==> config.mk <==
export PLATFORM = sky130hd
export DESIGN_NAME = io_handshake_unit_flat
export DESIGN_NICKNAME = d
export VERILOG_FILES = /design/src/rtl/io_handshake_unit_if.sv /design/src/rtl/io_handshake_unit.sv /design/src/flat_wrapper.sv
export SDC_FILE = /design/constraint.sdc
export NUM_CORES = 1
export LEC_CHECK = 0
export BUFFER_PORTS_ARGS = -buffer_cell sky130_fd_sc_hd__buf_2
export CORE_MARGIN = 2
export CORE_UTILIZATION = 30
export CTS_CLUSTER_SIZE = 8
export DETAILED_ROUTE_END_ITERATION = 10
export PLACE_DENSITY = 0.54
export SLEW_MARGIN = 30
export SYNTH_ARGS = -nofsm -noshare
export SYNTH_HDL_FRONTEND = slang
export SYNTH_SLANG_ARGS = --single-unit
==> constraint.sdc <==
create_clock -name i_CLOCK -period 2 [get_ports i_CLOCK]
set_clock_uncertainty 0.1 [all_clocks]
set_input_delay 0.2 -clock i_CLOCK [delete_from_list [all_inputs] [get_ports i_CLOCK]]
set_output_delay 0.2 -clock i_CLOCK [all_outputs]
set_load 0.1 [all_outputs]
==> src/rtl/io_handshake_unit_if.sv <==
// Device-side bus of the port-I/O engine: a four-phase req/ack handshake
// carrying a latched address, write data, direction and the read return word.
interface io_handshake_unit_if #(
    parameter int unsigned DATA_WIDTH = 16,
    parameter int unsigned ADDR_WIDTH = 8
);
    logic                  o_IO_REQ;
    logic                  o_IO_WE;
    logic [ADDR_WIDTH-1:0] o_IO_ADDR;
    logic [DATA_WIDTH-1:0] o_IO_WDATA;
    logic                  i_IO_ACK;
    logic [DATA_WIDTH-1:0] i_IO_RDATA;

    // Engine side.
    modport master (
        output o_IO_REQ,
        output o_IO_WE,
        output o_IO_ADDR,
        output o_IO_WDATA,
        input  i_IO_ACK,
        input  i_IO_RDATA
    );

    // Device side.
    modport slave (
        input  o_IO_REQ,
        input  o_IO_WE,
        input  o_IO_ADDR,
        input  o_IO_WDATA,
        output i_IO_ACK,
        output i_IO_RDATA
    );
endinterface

==> src/rtl/io_handshake_unit.sv <==
// Port-I/O engine: runs one four-phase transfer per accepted start strobe and
// toggles o_IOSTATE on completion so the clock divisor can leave its pause.
module io_handshake_unit #(
    parameter int unsigned DATA_WIDTH = 16,
    parameter int unsigned ADDR_WIDTH = 8,
    parameter int unsigned TIMEOUT    = 255
) (
    input  logic                  i_CLOCK,
    input  logic                  i_RESET,
    input  logic                  i_START,
    input  logic                  i_WRITE,
    input  logic [ADDR_WIDTH-1:0] i_ADDR,
    input  logic [DATA_WIDTH-1:0] i_WDATA,
    input  logic                  i_CLEAR,
    output logic                  o_IOSTATE,
    output logic [DATA_WIDTH-1:0] o_RDATA,
    output logic                  o_BUSY,
    output logic                  o_TIMEOUT,
    output logic                  o_OVERRUN,
    io_handshake_unit_if.master   dev
);
    localparam int unsigned CntW = $clog2(TIMEOUT + 1);
    localparam logic [CntW-1:0] CntLast = CntW'(TIMEOUT - 1);

    typedef enum logic [1:0] {
        StIdle    = 2'd0,
        StReq     = 2'd1,
        StRelease = 2'd2,
        StDone    = 2'd3
    } state_e;

    state_e                state_q, state_d;
    logic [CntW-1:0]       cnt_q, cnt_d;
    logic                  req_q, req_d;
    logic                  we_q, we_d;
    logic [ADDR_WIDTH-1:0] addr_q, addr_d;
    logic [DATA_WIDTH-1:0] wdata_q, wdata_d;
    logic [DATA_WIDTH-1:0] rdata_q, rdata_d;
    logic                  iostate_q, iostate_d;
    logic                  timeout_q, timeout_d;
    logic                  overrun_q, overrun_d;
    logic                  timeout_set;
    logic                  overrun_set;

    always_comb begin
        state_d     = state_q;
        cnt_d       = cnt_q;
        req_d       = req_q;
        we_d        = we_q;
        addr_d      = addr_q;
        wdata_d     = wdata_q;
        rdata_d     = rdata_q;
        iostate_d   = iostate_q;
        timeout_set = 1'b0;
        overrun_set = i_START && (state_q != StIdle);

        unique case (state_q)
            StIdle: begin
                if (i_START) begin
                    we_d    = i_WRITE;
                    addr_d  = i_ADDR;
                    wdata_d = i_WDATA;
                    req_d   = 1'b1;
                    cnt_d   = '0;
                    state_d = StReq;
                end
            end
            StReq: begin
                if (dev.i_IO_ACK) begin
                    if (!we_q) begin
                        rdata_d = dev.i_IO_RDATA;
                    end
                    req_d   = 1'b0;
                    cnt_d   = '0;
                    state_d = StRelease;
                end else if (cnt_q == CntLast) begin
                    // A dead device still returns a recognisable all-ones read.
                    timeout_set = 1'b1;
                    if (!we_q) begin
                        rdata_d = '1;
                    end
                    req_d   = 1'b0;
                    cnt_d   = '0;
                    state_d = StRelease;
                end else begin
                    cnt_d = cnt_q + CntW'(1);
                end
            end
            StRelease: begin
                if (!dev.i_IO_ACK) begin
                    cnt_d   = '0;
                    state_d = StDone;
                end else if (cnt_q == CntLast) begin
                    timeout_set = 1'b1;
                    cnt_d       = '0;
                    state_d     = StDone;
                end else begin
                    cnt_d = cnt_q + CntW'(1);
                end
            end
            StDone: begin
                iostate_d = ~iostate_q;
                cnt_d     = '0;
                state_d   = StIdle;
            end
            default: begin
                state_d = StIdle;
            end
        endcase

        // Setting an error wins over a simultaneous clear.
        timeout_d = (timeout_q && !i_CLEAR) || timeout_set;
        overrun_d = (overrun_q && !i_CLEAR) || overrun_set;
    end

    always_ff @(posedge i_CLOCK or posedge i_RESET) begin
        if (i_RESET) begin
            state_q   <= StIdle;
            cnt_q     <= '0;
            req_q     <= 1'b0;
            we_q      <= 1'b0;
            addr_q    <= '0;
            wdata_q   <= '0;
            rdata_q   <= '0;
            iostate_q <= 1'b0;
            timeout_q <= 1'b0;
            overrun_q <= 1'b0;
        end else begin
            state_q   <= state_d;
            cnt_q     <= cnt_d;
            req_q     <= req_d;
            we_q      <= we_d;
            addr_q    <= addr_d;
            wdata_q   <= wdata_d;
            rdata_q   <= rdata_d;
            iostate_q <= iostate_d;
            timeout_q <= timeout_d;
            overrun_q <= overrun_d;
        end
    end

    assign dev.o_IO_REQ   = req_q;
    assign dev.o_IO_WE    = req_q && we_q;
    assign dev.o_IO_ADDR  = addr_q;
    assign dev.o_IO_WDATA = wdata_q;
    assign o_IOSTATE      = iostate_q;
    assign o_RDATA        = rdata_q;
    assign o_BUSY         = (state_q != StIdle);
    assign o_TIMEOUT      = timeout_q;
    assign o_OVERRUN      = overrun_q;
endmodule
==> src/flat_wrapper.sv <==
// flat-port wrapper written by rule: the top's interface ports become plain ports
module io_handshake_unit_flat 
#(
    parameter int unsigned DATA_WIDTH = 16,
    parameter int unsigned ADDR_WIDTH = 8,
    parameter int unsigned TIMEOUT    = 255
)
  (i_CLOCK, i_RESET, i_START, i_WRITE, i_ADDR, i_WDATA, i_CLEAR, o_IOSTATE, o_RDATA, o_BUSY, o_TIMEOUT, o_OVERRUN, dev_o_IO_REQ, dev_o_IO_WE, dev_o_IO_ADDR, dev_o_IO_WDATA, dev_i_IO_ACK, dev_i_IO_RDATA);
  io_handshake_unit_if #(.DATA_WIDTH(DATA_WIDTH), .ADDR_WIDTH(ADDR_WIDTH)) dev_i ();
  input  logic i_CLOCK;
  input  logic i_RESET;
  input  logic i_START;
  input  logic i_WRITE;
  input  logic [ADDR_WIDTH-1:0] i_ADDR;
  input  logic [DATA_WIDTH-1:0] i_WDATA;
  input  logic i_CLEAR;
  output logic o_IOSTATE;
  output logic [DATA_WIDTH-1:0] o_RDATA;
  output logic o_BUSY;
  output logic o_TIMEOUT;
  output logic o_OVERRUN;
  output wire logic [$bits(dev_i.o_IO_REQ)-1:0] dev_o_IO_REQ;
  output wire logic [$bits(dev_i.o_IO_WE)-1:0] dev_o_IO_WE;
  output wire logic [$bits(dev_i.o_IO_ADDR)-1:0] dev_o_IO_ADDR;
  output wire logic [$bits(dev_i.o_IO_WDATA)-1:0] dev_o_IO_WDATA;
  input wire logic [$bits(dev_i.i_IO_ACK)-1:0] dev_i_IO_ACK;
  input wire logic [$bits(dev_i.i_IO_RDATA)-1:0] dev_i_IO_RDATA;
  assign dev_o_IO_REQ = dev_i.o_IO_REQ;
  assign dev_o_IO_WE = dev_i.o_IO_WE;
  assign dev_o_IO_ADDR = dev_i.o_IO_ADDR;
  assign dev_o_IO_WDATA = dev_i.o_IO_WDATA;
  assign dev_i.i_IO_ACK = dev_i_IO_ACK;
  assign dev_i.i_IO_RDATA = dev_i_IO_RDATA;
  io_handshake_unit #(.DATA_WIDTH(DATA_WIDTH), .ADDR_WIDTH(ADDR_WIDTH), .TIMEOUT(TIMEOUT)) u_core (.i_CLOCK(i_CLOCK), .i_RESET(i_RESET), .i_START(i_START), .i_WRITE(i_WRITE), .i_ADDR(i_ADDR), .i_WDATA(i_WDATA), .i_CLEAR(i_CLEAR), .o_IOSTATE(o_IOSTATE), .o_RDATA(o_RDATA), .o_BUSY(o_BUSY), .o_TIMEOUT(o_TIMEOUT), .o_OVERRUN(o_OVERRUN), .dev(dev_i));
endmodule
==> results.md, run 1 <==
- Ys flop type: dfrtp_1
- Mapped cell area: about 0.0022 mm²
- Critical path cell sequence: inv_1 -> ha_2 -> clkinvlp_4 -> clkbuf_4
- Max Slew Vio Count: 0
- Post-synth top area share: between 60% and 70%
- Iteration-0 DRC Markers: 37
- Netlist cell types: 27
- Nets: about 310
- # rows: 31
- Vias: 1621
- DIE WIDTH: just over 90 µm
- Final setup fails: 0
- Total grt overflow: 0
- Post-route cell area: around 0.0030 mm²
- Layout area overhead: 33.4%
- TritonCTS clock tree: yes
- Most instantiated cells after synthesis: dfrtp_1 (55), mux2_2 (26), o22a_1 (16), nor2_1 (9)
- Core Region: around 0.0073 mm²
- Fillers: 736
- Most common cell in the netlist: dfrtp_1
- Initial DRT Pass Iterations: 4
- Cell Count, Final, Fillers Out: 361
- IO Pins: around 90
- Mapped Cells: between 150 and 200
- Buffer and inverter count on the worst path: 3
- Sequential fraction of the synthesis area: approximately three fifths
- R2R Path Start: u_core.state_q[0]$_DFFE_PP0P_
- Clk root buf: clkbuf_8
- Max FO, Critical Path: 5
- Dpl cells: about 350
- Max Cap Viol: 0
- Critical Path Source: u_core.state_q[0]$_DFFE_PP0P_
- Total GRT Usage: 11.7%
- Worst-case hold slack: between 0.01 and 0.015 ns
- Vias in the first global route: 1567
- Crit. End Element: primary output
- Share of cells above drive strength 1: a little over half
- Largest net degree at the start of global routing: 33
- Hold Vio Cnt, Final: 0
- Post-synth net total: about 210
- Global-route wire length before repair: slightly below 8000 µm
- FFs w/ async S/R, synth: 100%
- Fin crit period: approximately 1.8 ns
- Worst-margin pin slew: approximately 0.52 ns
- Max Clk Rate: approximately 0.54 GHz
- Setup crit start kind: register
- Routed WL: between 4000 and 5000 µm
- Worst Hold Class: in2reg
- Ant diodes: 0
- WL/cell: roughly 13 µm
- Synthesized flop and latch total: 55
- PortBufs: 91
- Dpl cell area: around 0.0029 mm²
- Setup CP Type: reg2out
- Max stage delay on crit path: between 0.4 and 0.5 ns
- DR DRC count: 0
- RSZ-0062 raised after global routing: no
- Synth top area cells: dfrtp_1 (61%), mux2_2 (13%), o22a_1 (6.3%)
- Initial cell density of the core: 30.9%
- Cell taking the most area after synthesis: dfrtp_1
- Initial antenna violation count: 0
- Routability cong.: 0.757
- Synth Area per Inst: approximately 14 µm²
- Die ar.: slightly above 0.008 mm²
- EDFF count, synth: 0
- Clock transition at path regs: 0.10 ns
- WP data arrival: 1.54 ns
- CP required: approximately 1.7 ns
- DP HPWL: between 3000 and 4000 µm
- Top cell family by delay on the critical path: buffers and inverters
- Status: finished, final reports clean
- Critical-path top delay cell: dfrtp_1
- CTS Buffer Depth: 2
- TritonCTS Buffers: 5
- Chip height: 90.5 µm
- Htree depth: 2
- Rel. slew slack: about two thirds
- Clock Latency Late Sink: 0.31 ns
- Startpoint of the worst hold path: i_WDATA[13]
- Sink Count: 55
- ANT nets after route: 0
- Vias per inst: about 4.5
- Warnings from Yosys: 0
- Final Cycle Share: between 90% and 100%
-- worst paths after layout --
kind | to | slack, ns | cells past startpoint
worst max-delay path | o_BUSY | 0.16 | 4
worst min-delay path | u_core.dev.o_IO_WDATA[13]$_DFFE_PP0P_ | 0.01 | 2
worst max register to register | u_core.cnt_q[6]$_DFFE_PP0N_ | 0.25 | 7
worst min register to register | u_core.o_IOSTATE$_DFFE_PP0N_ | 0.37 | 1
max in group asynchronous | u_core.o_RDATA[8]$_DFFE_PP0P_ | 0.87 | 4
min in group asynchronous | u_core.dev.o_IO_WDATA[5]$_DFFE_PP0P_ | 0.37 | 3
-- sequential cells by signal, indices dropped and copies added (netlist names), 2 cells and up --
signal	count
u_core.dev.o_IO_WDATA	16
u_core.o_RDATA	16
u_core.dev.o_IO_ADDR	8
u_core.state_q	2
u_core.cnt_q	8
-- cell families after synthesis --
logic type / after synthesis / synth area share (%)
flip-flops: 55 / 61.4
AND/OR/NAND/NOR: 28 / 6.98
multiplexers: 26 / 13.1
AO/OA/AOI/OAI: 28 / 10.0
buffers and inverters: 12 / 2.46
adder cells (fa/ha/maj): 6 / 3.35
XOR/XNOR: 7 / 2.73
-- layer usage --
| metal | track usage (%) | wire [µm] |
|---|---|---|
| met1 | 15.9 | 2110 |
| met2 | 17.9 | 2130 |
| met3 | 3.67 | 309 |
| met4 | 3.85 | 43 |
| met5 | 0 | 0 |
-- cell type report --
cell class,instances,area [µm²],share of cell area (%)
flip-flops and latches,55,1380,46.0
multi-input cells,95,822,27.5
repair buffers,97,543,18.2
well taps,99,124,4.14
clock buffers,7,86.3,2.89
inverters,7,30.0,1.00
clock inverters,1,8.76,0.293
-- per-stage QoR --
stage / setup TNS [ns] / utilization [%] / setup WS [ns]
2_1_floorplan: -0.0118 / - / -0.0118
3_3_place_gp: 0 / 39.4 / 0.120
3_5_place_dp: 0 / 39.4 / 0.123
4_1_cts: 0 / 40.9 / 0.0215
5_1_grt: 0 / 41.2 / 0.0956
6_report: 0 / 41.2 / 0.158
-- cell usage in the layout (no fill, tap or decap), types with 2 or more instances in the layout --
cell and n:
inv_1 5, ha_1 5, buf_4 2, nand4_1 3, nand3_1 4, nor2_1 8
clkbuf_8 6, o22a_1 16, mux2_2 26, nand2_1 4, buf_12 3, a21oi_1 2
o21ai_0 4, dfrtp_1 55, buf_2 90, and3_1 2, xor2_1 7
-- worst reg2reg max path, delay by kind of cell (launching register included) --
family | cells | cell delay [ns]
flip-flops | 1 | 0.42
AO/OA/AOI/OAI | 2 | 0.36
multiplexers | 1 | 0.28
adder cells (fa/ha/maj) | 1 | 0.21
AND/OR/NAND/NOR | 1 | 0.05
buffers and inverters | 2 | 0.24
-- timing repair --
item	CTS	global route
hold buffers	1	0
gates resized for setup	0	2
endpoints found under the hold margin	23	0
setup buffers	0	1
endpoints found under the setup margin	0	17
Power of run 1 is not shown: default switching activity piles up to over one toggle a cycle in this logic, so the estimate is an artifact.
==> inputs of run 2 (changes only) <==
- BUFFER_PORTS_ARGS: -buffer_cell sky130_fd_sc_hd__buf_2 -> -buffer_cell sky130_fd_sc_hd__buf_4
- MAX_ROUTING_LAYER: unset -> met4
==> run 2 against run 1 <==
Sequential share of layout area shrank 3.4 points. Sequential cell count is the same. Die area is the same. Via count shrank 0.19%. Worst setup slack lost 0.049 ns.
==> results.md, run 2 (synthesized netlist as in run 1, its figures left out) <==
- Status: finished, final reports clean
- Worst-margin pin slew: ~0.48 ns
- Global-route wire length before repair: between 7000 and 8000 µm
- TritonCTS clock tree: yes
- Dpl cells: approximately 350
- Max Cap Viol: 0
- Largest net degree at the start of global routing: 36
- Clock transition at path regs: about 0.10 ns
- Most frequent cells in the layout: buf_4 (93), dfrtp_1 (55), mux2_2 (26)
- Routability cong.: a little over 0.7
- WP data arrival: about 1.6 ns
- Worst Hold Class: in2reg
- Clock Latency Late Sink: around 0.30 ns
- PortBufs: slightly above 90
- Layout area overhead: 43.9%
- Post_cts resized: 0
- Cell Count, Final, Fillers Out: about 360
- DR DRC count: 0
- Max Clk Rate: about 0.53 GHz
- Setup CP Type: reg2out
- Share of cells above drive strength 1: a little over half
- Vias per inst: around 4.5
- Core Region: slightly above 0.007 mm²
- Crit. End Element: primary output
- Commonest non-fill, non-tap cell in the layout: buf_4
- Routed WL: between 4000 and 5000 µm
- Ant diodes: 0
- Setup crit start kind: register
- Nets: approximately 310
- DP HPWL: between 3000 and 4000 µm
- Die ar.: between 0.008 and 0.009 mm²
- DIE WIDTH: around 90 µm
- IO Pins: 92
- Initial cell density of the core: 30.9%
- Max Slew Vio Count: 0
- Final setup fails: 0
- Vias in the first global route: approximately 1600
- Htree depth: 2
- Total grt overflow: 0
- Dpl cell area: 0.00309 mm²
- RSZ-0062 raised after global routing: no
- Max FO, Critical Path: 5
- Vias: 1618
- Final Cycle Share: around 95%
- Rel. slew slack: about two thirds
- Initial DRT Pass Iterations: 4
- Post-route cell area: about 0.0032 mm²
- CP required: about 1.7 ns
- Iteration-0 DRC Markers: slightly below 50
- # rows: 31
- Clk root buf: clkbuf_8
- CTS Buffer Depth: 2
- Sink Count: between 50 and 60
- Worst-case hold slack: 0.0180 ns
- Chip height: 90.5 µm
- Setup_tns: 0 ns
- WL/cell: about 13 µm
- Total GRT Usage: 12.3%
- Initial antenna violation count: 0
- Hold Vio Cnt, Final: 0
- Fin crit period: 1.89 ns
- ANT nets after route: 0
- TritonCTS Buffers: 5
[run 2: layer usage]
layer	track usage, %	vias to the layer above	wire length, µm
li1	-	774	-
met1	16.6	779	2310
met2	18.6	63	2220
met3	3.17	2	266
met4	3.46	0	31
met5	-	-	0
[run 2: final timing paths]
check / startpoint / to / slack, ns / cells past startpoint
setup / recovery: u_core.state_q[0]$_DFFE_PP0P_ / o_BUSY / 0.11 / 4
max in group asynchronous: i_RESET / u_core.cnt_q[3]$_DFFE_PP0N_ / 0.88 / 4
hold / removal: i_ADDR[5] / u_core.dev.o_IO_ADDR[5]$_DFFE_PP0P_ / 0.02 / 2
setup reg to reg: u_core.state_q[0]$_DFFE_PP0P_ / u_core.cnt_q[2]$_DFFE_PP0N_ / 0.26 / 7
hold reg to reg: u_core.o_IOSTATE$_DFFE_PP0N_ / u_core.o_IOSTATE$_DFFE_PP0N_ / 0.37 / 1
min in group asynchronous: i_RESET / u_core.dev.o_IO_WDATA[5]$_DFFE_PP0P_ / 0.36 / 3
[run 2: repair_timing]
item,in CTS,in global routing
endpoints found under the setup margin,0,16
hold buffers,2,0
setup buffers,0,1
hold endpoints to repair,21,0
[run 2: per-stage QoR]
step           utilization, %  setup WS, ns
2_1_floorplan               -       -0.0118
3_3_place_gp             42.6         0.121
3_5_place_dp             42.6        0.0721
4_1_cts                  44.2        0.0459
5_1_grt                  44.5        0.0110
6_report                 44.5         0.109
[run 2: final cells by class]
| type | count | area, µm² |
|---|---|---|
| fillers | 710 | 4030 |
| inverters | 7 | 30.0 |
| multi-input cells | 95 | 820 |
| clock buffers | 6 | 82.6 |
| clock inverters | 2 | 16.3 |
| repair buffers | 98 | 778 |
| flip-flops and latches | 55 | 1380 |
| well taps | 99 | 124 |
[run 2: worst max-delay path, cell delays in order, from the launching register on]
cell	delay, ns
dfrtp_1	0.42
inv_1	0.09
ha_1	0.30
clkinvlp_4	0.21
buf_4	0.27
Power of run 2 is left out for the same reason.
==> inputs of run 3 (changes only) <==
- CORE_UTILIZATION: 30 -> 47
- PLACE_DENSITY: 0.54 -> 0.78
- RECOVER_POWER: unset -> 50
==> run 3 against run 2 <==
Routed wire length decreased by 4.0%. Fmax increased by 1.2%. Sequential share of layout area grew 1.2 points. Non-clock buffer count rose by 2. Global-route usage grew 6.2 points. Sequential cell count unchanged.
==> results.md, run 3 (synthesized netlist as in run 1, its figures left out) <==
- Status: finished, final reports clean
- Nets: between 300 and 400
- CTS Buffer Depth: 2
- Die ar.: around 0.0053 mm²
- DR DRC count: 0
- Final Cycle Share: about 93%
- Most frequent cells in the layout: buf_4 (64), dfrtp_1 (55), clkbuf_2 (30)
- PortBufs: 91
- Place WS: about 0.14 ns
- Iteration-0 DRC Markers: about 100
- Max stage delay on crit path: between 0.4 and 0.5 ns
- Worst Hold Class: in2reg
- Highest metal used: met4
- Sink Count: 55
- # rows: 25
- Worst-margin pin slew: 0.742 ns
- Max Slew Vio Count: 0
- Post-route cell area: 0.00314 mm²
- Setup crit start kind: register
- Final setup fails: 0
- Commonest non-fill, non-tap cell in the layout: buf_4
- Clk root buf: clkbuf_8
- Max Cap Viol: 0
- Ant diodes: 0
- Vias per inst: about 5.1
- Total grt overflow: 0
- RSZ-0062 raised after global routing: no
- Hold Vio Cnt, Final: 0
- Clock Latency Late Sink: 0.30 ns
- Largest net degree at the start of global routing: 26
- Routability cong.: 0.791
- Post_cts resized: 0
- Layout area overhead: 40.0%
- CP required: 1.70 ns
- Rel. slew slack: about half
- Htree depth: 2
- Clock transition at path regs: 0.10 ns
- Initial antenna violation count: 0
- Buffer and inverter count on the worst path: 3
- ANT nets after route: 0
- DP HPWL: about 3400 µm
- Dpl cell area: a little over 0.003 mm²
- Wl on met1: between 1500 and 2000 µm
- Vias in the first global route: between 1500 and 2000
- Chip height: 73.1 µm
- IO Pins: 92
- TritonCTS Buffers: 5
- Routed WL: ~4600 µm
- Top cell family by delay on the critical path: buffers and inverters
- Critical path cell sequence: inv_1 -> ha_1 -> clkinvlp_4 -> buf_4
- Worst-case hold slack: 0.0167 ns
- Max Clk Rate: ~0.54 GHz
- Initial cell density of the core: 48.1%
- Met2 WL: roughly 2500 µm
- Vias: between 1500 and 2000
- Crit. End Element: primary output
- TritonCTS clock tree: yes
- Initial DRT Pass Iterations: 4
- WL met3: between 200 and 300 µm
- End-of-flow core utilization: between 60% and 70%
- Fin crit period: ~1.9 ns
- Setup ws final: about 0.13 ns
- Critical-path top delay cell: dfrtp_1
- Global-route wire length before repair: ~7300 µm
- Core Region: roughly 0.0047 mm²
- WP data arrival: around 1.6 ns
- DIE WIDTH: 73.1 µm
- Fillers: around 370
- Setup CP Type: reg2out
- Max FO, Critical Path: 5
- Share of cells above drive strength 1: a little over half
- WL/cell: ~15 µm
- Total GRT Usage: 18.6%
[run 3: routing by layer]
metal | up-vias | GRT usage (%)
met5 | - | -
met2 | 46 | 31.6
met4 | 0 | 7.41
li1 | 778 | -
met3 | 6 | 4.56
met1 | 785 | 20.8
[run 3: cell type report]
cell class,count,area (µm²),area share [%]
clock inverter,3,67.6,2.15
tap,54,67.6,2.15
timing repair buffer,100,708,22.6
sequential,55,1380,43.9
clock buffer,5,68.8,2.19
inverter,7,30.0,0.957
multi-input combinational,95,820,26.1
[run 3: what timing repair did]
action	CTS	global route
hold endpoints to repair	19	1
buffers inserted	0	1
setup endpoints to repair	0	16
hold buffers	2	1
[run 3: metrics by stage]
stage / setup TNS [ns] / instances
floorplan: -0.0118 / 162
global placement: 0 / 307
detailed placement: 0 / 307
CTS: 0 / 317
global route: 0 / 319
finish: 0 / 319
[run 3: worst reg2reg max path: stages, from the launching register on]
cell	delay, ns
dfrtp_1	0.41
inv_1	0.08
ha_1	0.21
mux2_2	0.27
a21boi_2	0.19
a21oi_1	0.20
buf_4	0.17
nor2_1	0.05
[run 3: path summary, 6_finish.rpt]
kind                                          startpoint                             endpoint  slack [ns]  cells past startpoint
min in group asynchronous                        i_RESET  u_core.dev.o_IO_ADDR[2]$_DFFE_PP0P_        0.49                      3
max in group asynchronous                        i_RESET          u_core.cnt_q[4]$_DFFE_PP0N_        0.34                      4
setup reg to reg           u_core.state_q[0]$_DFFE_PP0P_          u_core.cnt_q[3]$_DFFE_PP0N_        0.21                      7
hold reg to reg             u_core.o_IOSTATE$_DFFE_PP0N_         u_core.o_IOSTATE$_DFFE_PP0N_        0.37                      1
hold / removal                         dev_i_IO_RDATA[6]        u_core.o_RDATA[6]$_DFFE_PP0P_        0.02                      2
setup / recovery           u_core.state_q[1]$_DFFE_PP0P_                               o_BUSY        0.13                      4
Power of run 3 is left out for the same reason.
